File: src/rtl/cpu_pkg.sv
// Shared opcode, step and instruction-class definitions for the hardwired control unit.
package cpu_pkg;

    localparam logic [4:0] OP_LD   = 5'b00000;
    localparam logic [4:0] OP_LDI  = 5'b00001;
    localparam logic [4:0] OP_ST   = 5'b00010;
    localparam logic [4:0] OP_ADD  = 5'b00011;
    localparam logic [4:0] OP_SUB  = 5'b00100;
    localparam logic [4:0] OP_AND  = 5'b00101;
    localparam logic [4:0] OP_OR   = 5'b00110;
    localparam logic [4:0] OP_ROR  = 5'b00111;
    localparam logic [4:0] OP_ROL  = 5'b01000;
    localparam logic [4:0] OP_SHR  = 5'b01001;
    localparam logic [4:0] OP_SHRA = 5'b01010;
    localparam logic [4:0] OP_SHL  = 5'b01011;
    localparam logic [4:0] OP_ADDI = 5'b01100;
    localparam logic [4:0] OP_ANDI = 5'b01101;
    localparam logic [4:0] OP_ORI  = 5'b01110;
    localparam logic [4:0] OP_DIV  = 5'b01111;
    localparam logic [4:0] OP_MUL  = 5'b10000;
    localparam logic [4:0] OP_NEG  = 5'b10001;
    localparam logic [4:0] OP_NOT  = 5'b10010;
    localparam logic [4:0] OP_BR   = 5'b10011;
    localparam logic [4:0] OP_JR   = 5'b10100;
    localparam logic [4:0] OP_IN   = 5'b10110;
    localparam logic [4:0] OP_OUT  = 5'b10111;
    localparam logic [4:0] OP_MFHI = 5'b11000;
    localparam logic [4:0] OP_MFLO = 5'b11001;
    localparam logic [4:0] OP_NOP  = 5'b11010;
    localparam logic [4:0] OP_HALT = 5'b11011;

    localparam logic [4:0] ALU_ADD = OP_ADD;

    typedef enum logic [3:0] {T0, T1, T2, T3, T4, T5, T6, T7, HALT} step_e;

    typedef enum logic [3:0] {
        CL_ALU3, CL_IMM, CL_UNARY, CL_MULDIV, CL_LD, CL_LDI, CL_ST, CL_BR,
        CL_JR, CL_IN, CL_OUT, CL_MFHI, CL_MFLO, CL_NOP, CL_HALT, CL_ILLEGAL
    } op_class_e;

    // Groups opcodes that share the same step sequence.
    function automatic op_class_e op_class(input logic [4:0] op);
        case (op)
            OP_ADD, OP_SUB, OP_AND, OP_OR, OP_ROR,
            OP_ROL, OP_SHR, OP_SHRA, OP_SHL:       op_class = CL_ALU3;
            OP_ADDI, OP_ANDI, OP_ORI:              op_class = CL_IMM;
            OP_NEG, OP_NOT:                        op_class = CL_UNARY;
            OP_MUL, OP_DIV:                        op_class = CL_MULDIV;
            OP_LD:                                 op_class = CL_LD;
            OP_LDI:                                op_class = CL_LDI;
            OP_ST:                                 op_class = CL_ST;
            OP_BR:                                 op_class = CL_BR;
            OP_JR:                                 op_class = CL_JR;
            OP_IN:                                 op_class = CL_IN;
            OP_OUT:                                op_class = CL_OUT;
            OP_MFHI:                               op_class = CL_MFHI;
            OP_MFLO:                               op_class = CL_MFLO;
            OP_NOP:                                op_class = CL_NOP;
            OP_HALT:                               op_class = CL_HALT;
            default:                               op_class = CL_ILLEGAL;
        endcase
    endfunction

    function automatic logic [4:0] imm_alu(input logic [4:0] op);
        case (op)
            OP_ADDI: imm_alu = ALU_ADD;
            OP_ANDI: imm_alu = OP_AND;
            OP_ORI:  imm_alu = OP_OR;
            default: imm_alu = 5'd0;
        endcase
    endfunction

endpackage

File: src/rtl/seq_wait_counter.sv
// Loadable 3-bit down-counter that stretches the memory-read steps.
module seq_wait_counter (
    input  logic       clk,
    input  logic       clr,
    input  logic       load,
    input  logic       dec,
    input  logic [2:0] load_val,
    output logic       zero
);

    logic [2:0] count_q;
    logic [2:0] count_d;

    // Next count: load wins over decrement; saturates at zero.
    always_comb begin
        count_d = count_q;
        if (load) begin
            count_d = load_val;
        end else if (dec && (count_q != 3'd0)) begin
            count_d = count_q - 3'd1;
        end else begin
            count_d = count_q;
        end
    end

    // Count register.
    always_ff @(posedge clk) begin
        if (clr) begin
            count_q <= 3'd0;
        end else begin
            count_q <= count_d;
        end
    end

    assign zero = (count_q == 3'd0);

endmodule

File: src/rtl/control_sequencer.sv
// Hardwired fetch/decode/execute sequencer driving the Phase 1 datapath strobes.
// Optional SEQ_SINGLE_STEP_EN adds a step input that gates each instruction in T0.
module control_sequencer
    import cpu_pkg::*;
#(
    parameter int MEM_WAIT = 1
) (
    input  logic        clk,
    input  logic        clr,
`ifdef SEQ_SINGLE_STEP_EN
    input  logic        step,
`endif
    input  logic [31:0] ir,
    input  logic        con,
    output logic        run,
    output logic        illegal,
    output logic        Gra, Grb, Grc, Rin, Rout, BAout, RYin,
    output logic        MARin, HIin, LOin, Zhighin, Zlowin, PCin, IRin, MDRin,
    output logic        HIout, LOout, Zhighout, Zlowout, PCout, MDRout, Cout, InPort_read,
    output logic        OutPort_write, read, pc_increment, memoryRead, memoryWrite,
    output logic [4:0]  alu_control
);

    localparam logic [2:0] WAIT_LOAD = 3'(MEM_WAIT - 1);

    step_e       state_q;
    step_e       state_d;
    logic [4:0]  opcode_s;
    op_class_e   class_s;
    logic        go_s;
    logic        cnt_load_s;
    logic        cnt_dec_s;
    logic        cnt_zero_s;
    logic        unused_ir_s;

    assign opcode_s    = ir[31:27];
    assign class_s     = op_class(opcode_s);
    assign unused_ir_s = ^ir[26:0];

`ifdef SEQ_SINGLE_STEP_EN
    assign go_s = step;
`else
    assign go_s = 1'b1;
`endif

    seq_wait_counter u_wait (
        .clk      (clk),
        .clr      (clr),
        .load     (cnt_load_s),
        .dec      (cnt_dec_s),
        .load_val (WAIT_LOAD),
        .zero     (cnt_zero_s)
    );

    // Step register.
    always_ff @(posedge clk) begin
        if (clr) begin
            state_q <= T0;
        end else begin
            state_q <= state_d;
        end
    end

    // Next step and strobe decode; everything stays 0 while clr is high.
    always_comb begin
        state_d = state_q;
        cnt_load_s = 1'b0;  cnt_dec_s = 1'b0;
        run = 1'b1;         illegal = 1'b0;
        Gra = 1'b0;  Grb = 1'b0;  Grc = 1'b0;  Rin = 1'b0;  Rout = 1'b0;  BAout = 1'b0;  RYin = 1'b0;
        MARin = 1'b0;  HIin = 1'b0;  LOin = 1'b0;  Zhighin = 1'b0;  Zlowin = 1'b0;
        PCin = 1'b0;  IRin = 1'b0;  MDRin = 1'b0;
        HIout = 1'b0;  LOout = 1'b0;  Zhighout = 1'b0;  Zlowout = 1'b0;  PCout = 1'b0;
        MDRout = 1'b0;  Cout = 1'b0;  InPort_read = 1'b0;  OutPort_write = 1'b0;
        read = 1'b0;  pc_increment = 1'b0;  memoryRead = 1'b0;  memoryWrite = 1'b0;
        alu_control = 5'd0;
        if (clr) begin
            state_d = T0;
        end else begin
            case (state_q)
                T0: begin
                    if (go_s) begin
                        PCout = 1'b1;  MARin = 1'b1;  pc_increment = 1'b1;
                        cnt_load_s = 1'b1;
                        state_d = T1;
                    end else begin
                        state_d = T0;
                    end
                end
                T1: begin
                    memoryRead = 1'b1;  read = 1'b1;  MDRin = 1'b1;
                    if (cnt_zero_s) begin
                        state_d = T2;
                    end else begin
                        cnt_dec_s = 1'b1;
                    end
                end
                T2: begin
                    MDRout = 1'b1;  IRin = 1'b1;  state_d = T3;
                end
                T3: begin
                    state_d = T4;
                    case (class_s)
                        CL_ALU3, CL_IMM: begin Grb = 1'b1;  Rout = 1'b1;  RYin = 1'b1; end
                        CL_UNARY:  begin Grb = 1'b1;  Rout = 1'b1;  alu_control = opcode_s;  Zlowin = 1'b1; end
                        CL_MULDIV: begin Gra = 1'b1;  Rout = 1'b1;  RYin = 1'b1; end
                        CL_LD, CL_LDI, CL_ST: begin Grb = 1'b1;  BAout = 1'b1;  Rout = 1'b1;  RYin = 1'b1; end
                        CL_BR:     begin Gra = 1'b1;  Rout = 1'b1; end
                        CL_JR:     begin Gra = 1'b1;  Rout = 1'b1;  PCin = 1'b1;  state_d = T0; end
                        CL_IN:     begin InPort_read = 1'b1;  Gra = 1'b1;  Rin = 1'b1;  state_d = T0; end
                        CL_OUT:    begin Gra = 1'b1;  Rout = 1'b1;  OutPort_write = 1'b1;  state_d = T0; end
                        CL_MFHI:   begin HIout = 1'b1;  Gra = 1'b1;  Rin = 1'b1;  state_d = T0; end
                        CL_MFLO:   begin LOout = 1'b1;  Gra = 1'b1;  Rin = 1'b1;  state_d = T0; end
                        CL_NOP:    begin state_d = T0; end
                        CL_HALT:   begin state_d = HALT; end
                        default:   begin illegal = 1'b1;  state_d = T0; end
                    endcase
                end
                T4: begin
                    state_d = T5;
                    case (class_s)
                        CL_ALU3:   begin Grc = 1'b1;  Rout = 1'b1;  alu_control = opcode_s;  Zlowin = 1'b1; end
                        CL_IMM:    begin Cout = 1'b1;  alu_control = imm_alu(opcode_s);  Zlowin = 1'b1; end
                        CL_UNARY:  begin Zlowout = 1'b1;  Gra = 1'b1;  Rin = 1'b1;  state_d = T0; end
                        CL_MULDIV: begin
                            Grb = 1'b1;  Rout = 1'b1;  alu_control = opcode_s;
                            Zlowin = 1'b1;  Zhighin = 1'b1;
                        end
                        CL_LD, CL_LDI, CL_ST: begin Cout = 1'b1;  alu_control = ALU_ADD;  Zlowin = 1'b1; end
                        CL_BR:     begin PCout = 1'b1;  RYin = 1'b1; end
                        default:   begin state_d = T0; end
                    endcase
                end
                T5: begin
                    state_d = T0;
                    case (class_s)
                        CL_ALU3, CL_IMM, CL_LDI: begin Zlowout = 1'b1;  Gra = 1'b1;  Rin = 1'b1; end
                        CL_MULDIV: begin Zlowout = 1'b1;  LOin = 1'b1;  state_d = T6; end
                        CL_LD:     begin Zlowout = 1'b1;  MARin = 1'b1;  cnt_load_s = 1'b1;  state_d = T6; end
                        CL_ST:     begin Zlowout = 1'b1;  MARin = 1'b1;  state_d = T6; end
                        CL_BR:     begin Cout = 1'b1;  alu_control = ALU_ADD;  Zlowin = 1'b1;  state_d = T6; end
                        default:   begin state_d = T0; end
                    endcase
                end
                T6: begin
                    state_d = T0;
                    case (class_s)
                        CL_MULDIV: begin Zhighout = 1'b1;  HIin = 1'b1; end
                        CL_LD: begin
                            memoryRead = 1'b1;  read = 1'b1;  MDRin = 1'b1;
                            if (cnt_zero_s) begin
                                state_d = T7;
                            end else begin
                                cnt_dec_s = 1'b1;  state_d = T6;
                            end
                        end
                        CL_ST: begin Gra = 1'b1;  Rout = 1'b1;  MDRin = 1'b1;  state_d = T7; end
                        CL_BR: begin
                            if (con) begin
                                Zlowout = 1'b1;  PCin = 1'b1;
                            end else begin
                                Zlowout = 1'b0;  PCin = 1'b0;
                            end
                        end
                        default: begin state_d = T0; end
                    endcase
                end
                T7: begin
                    state_d = T0;
                    case (class_s)
                        CL_LD:   begin MDRout = 1'b1;  Gra = 1'b1;  Rin = 1'b1; end
                        CL_ST:   begin memoryWrite = 1'b1; end
                        default: begin state_d = T0; end
                    endcase
                end
                HALT: begin
                    run = 1'b0;  state_d = HALT;
                end
                default: begin
                    state_d = T0;
                end
            endcase
        end
    end

endmodule

File: config.mk
export PLATFORM = sky130hd
export DESIGN_NAME = control_sequencer
export DESIGN_NICKNAME = d
export VERILOG_FILES = /design/src/rtl/cpu_pkg.sv /design/src/rtl/seq_wait_counter.sv /design/src/rtl/control_sequencer.sv
export SDC_FILE = /design/constraint.sdc
export NUM_CORES = 1
export LEC_CHECK = 0
export BUFFER_PORTS_ARGS = -buffer_cell sky130_fd_sc_hd__buf_2
export CAP_MARGIN = 0
export CORE_ASPECT_RATIO = 1.5
export CORE_MARGIN = 2
export CORE_UTILIZATION = 31
export DETAILED_ROUTE_END_ITERATION = 7
export PLACE_DENSITY = 0.63
export SLEW_MARGIN = 20
export SYNTH_ARGS = -nofsm -noshare
export SYNTH_HDL_FRONTEND = slang
export SYNTH_SLANG_ARGS = --single-unit
export TNS_END_PERCENT = 50
File: constraint.sdc
create_clock -name clk -period 2.5 [get_ports clk]
set_input_delay 0.25 -clock clk [delete_from_list [all_inputs] [get_ports clk]]
set_output_delay 0.25 -clock clk [all_outputs]
set_load 0.05 [all_outputs]
==> summary.txt <==
Route
  • First-pass iteration count of the detailed router: 6
  • Antenna-violating nets left: 0
  • Drt total wl: 5.55 mm
  • DR vias: 1,966
  • Vias per std cell: 5.67
  • DR iter-0 viols: 70
  • WL per Instance: 16.0 µm
  • Residual DRC count: 2

Cells and area
  • Total Nets Final: 344
  • Footprint of the multi-input gates: 1440 µm²
  • Share of layout cells above drive strength 1: 0.465
  • Final non-filler cell total: 347
  • Commonest non-fill, non-tap cell in the layout: buf_4
  • Diode count: 0
  • Commonest cells after routing, fill and taps aside: buf_4, nor2_1, nand2_1
  • Seq. cell area: 141 µm²
  • FILL cells: 405
  • Final core utilization: 0.564
  • Synthesis-to-layout area growth: 73.0%

Floorplanning
  • Chip width: 58.8 µm
  • Initial core utilization: 0.326
  • Core area: 4280 µm²
  • # IOs: 70
  • Row cnt: 29
  • Die Ht: 86.2 µm
  • DIE AREA: 5060 µm²

CTS
  • Total number of H-tree levels: 1
  • Clk buf depth: 2
  • Reg clk slew, reported paths: 0.04 ns
  • Root buf cell: clkbuf_8
  • Latest clock arrival within the worst-skew pair: 0.22 ns
  • Num CTS Buffers: 3
  • CTS tree: yes
  • Clock Sinks: 7

STA
  • Final period utilization: 0.986
  • TNS Setup: 0 ns
  • Clock skew: 0.000271 ns
  • Hold_ws: 0.466 ns
  • Slew headroom: 0.547
  • Max Clock Freq: 0.406 GHz
  • RSZ-0062 raised after global routing: true
  • Slew Limit Fails: 0
  • Post-layout min period: 2.46 ns
  • Hold Violations, Final: 0
  • Setup Viol. Count Final: 0
  • Worst Tran Pin Value: 0.672 ns

Yosys
  • Syn avg cell area: 6.43 µm²
  • Prevailing post-synth register cell: dfxtp_1
  • Post-synthesis sequential area ratio: 0.100
  • Synth Register Bits: 7
  • Syn Inst Count: 217
  • Syn_nets: 259
  • Post-synth cell types: 51
  • Synth Warn #: 0
  • Mapped cell area: 1400 µm²
  • EDFF count, synth: 0
  • Post-synth ARST share: 0

GRT
  • Initial antenna violation count: 0
  • Congestion Overflow GR: 0
  • Vias in the first global route: 1,918
  • Largest net degree at the start of global routing: 26
  • First-pass GRT wire length: 8.46 mm
  • Total GRT Usage: 0.211

Flow run
  • Max-cap violations: 0

Power and ir drop
  • Peak VDD IR: 0.148 mV
  • Power consumption: 0.727 mW
  • Cell Pwr Density: 301 nW/µm²
  • Leak: 1.02 nW

Worst setup path
  • WP data arrival: 2.21 ns
  • Endpoint class of the critical path: output pin
  • Worst Path Max Fanout: 6
  • CP Data Required Time: 2.25 ns
  • Nature of the critical path startpoint: input pin
  • Crit Path Class: input pin to output pin

Hold path
  • Hold Path Class: flip-flop to flip-flop

Outcome
  • Outcome: complete, but fails checks
  • Failing checks: design-rule violations

Placed design
  • Dpl cells: 338
  • DP HPWL: 4.22 mm
  • Port-buffer cells: 42
  • Placer Congestion: 0.878
-- metrics by stage --
step	area [µm²]	worst slack [ns]
detailed placement	2050	-0.229
global placement	2050	-0.220
global route	2410	-0.0631
finish	2410	0.0351
floorplan	1490	-0.382
CTS	2190	0.00140
-- worst max-delay path: stages --
cell and delay [ns]:
buf_12 0.11, buf_6 0.12, ha_4 0.16, and3_4 0.17
a211oi_2 0.22, buf_4 0.16, nor2_4 0.05, and4_1 0.21
a31o_2 0.24, a221o_1 0.36, buf_6 0.16
-- power by group --
group          total, mW  switching, mW  internal (mW)
clock network      0.157         0.0472          0.110
registers          0.127        0.00916          0.118
logic              0.442          0.265          0.177
total              0.727          0.321          0.406
-- registers in the layout, indices dropped and copies added, names as in the netlist --
register / flops
state_q: 4
u_wait.count_q: 3
-- cells by family (layout without fill, tap and decap cells) --
kind of cell | Yosys count | after routing | synth area share
muxes | 5 | 5 | 0.0359
buffers and inverters | 20 | 104 | 0.0646
DFF | 7 | 7 | 0.100
AOI/OAI and AO/OA | 58 | 58 | 0.292
xor gates and xnor gates | 4 | 4 | 0.0251
and+or+nand+nor | 116 | 116 | 0.419
adders and majority gates | 7 | 7 | 0.0628
-- area by class of cell --
cell class / instances / share of cell area
clock buffer: 4 / 0.0187
inverter: 5 / 0.0109
multi-input combinational: 190 / 0.595
sequential: 7 / 0.0586
tap: 46 / 0.0238
timing repair buffer: 95 / 0.293
-- path summary, 6_finish.rpt --
| check | startpoint | endpoint | slack [ns] | depth (start not counted) |
|---|---|---|---|---|
| worst max-delay path | ir[27] | alu_control[0] | 0.04 | 11 |
| worst min register to register | u_wait.count_q[1]$_SDFFE_PP0P_ | u_wait.count_q[1]$_SDFFE_PP0P_ | 0.47 | 2 |
| worst min-delay path | u_wait.count_q[1]$_SDFFE_PP0P_ | u_wait.count_q[1]$_SDFFE_PP0P_ | 0.47 | 2 |
| worst max register to register | state_q[3]$_SDFFE_PP0N_ | u_wait.count_q[2]$_SDFFE_PP0P_ | 0.49 | 6 |
-- per-layer routing --
layer	wire (µm)	vias to the layer above	share of wire	track usage
li1	-	957	-	-
met1	1950	926	0.35	0.213
met2	3270	63	0.59	0.409
met3	134	20	0.024	0.0181
met4	200	0	0.036	0.105
met5	0	-	0	0
-- repair_timing --
action                     4_1_cts  5_1_grt
pin swaps                       10       16
setup buffers                    2        4
cloned                           0        0
gates resized for setup         26       52
setup endpoints to repair       20       25
hold buffers                     0        0
-- cell usage after synthesis, types with 2 or more instances --
master / number / area share
a2111oi_0: 2 / 0.013
nand2_1: 26 / 0.070
o22ai_1: 2 / 0.0090
buf_2: 3 / 0.011
and3_1: 6 / 0.027
or2_2: 2 / 0.0090
xor2_1: 2 / 0.013
a22oi_1: 2 / 0.011
mux2i_1: 5 / 0.036
inv_1: 5 / 0.013
xnor2_1: 2 / 0.013
o21ai_0: 15 / 0.054
dfxtp_1: 7 / 0.10
nand3_1: 3 / 0.011
nor2b_1: 11 / 0.049
nor2_1: 29 / 0.078
ha_1: 7 / 0.063
a221o_1: 2 / 0.014
nand2b_1: 5 / 0.022
o32ai_1: 2 / 0.013
a31oi_1: 4 / 0.018
and2_1: 6 / 0.027
a211oi_1: 2 / 0.011
nor4_1: 6 / 0.027
nor4b_1: 2 / 0.013
nor3_1: 11 / 0.039
o21a_1: 3 / 0.016
or4_1: 3 / 0.016
clkbuf_1: 8 / 0.022
buf_4: 3 / 0.016
a21oi_1: 11 / 0.039
Note: power is estimated with default switching activity, not from simulation.
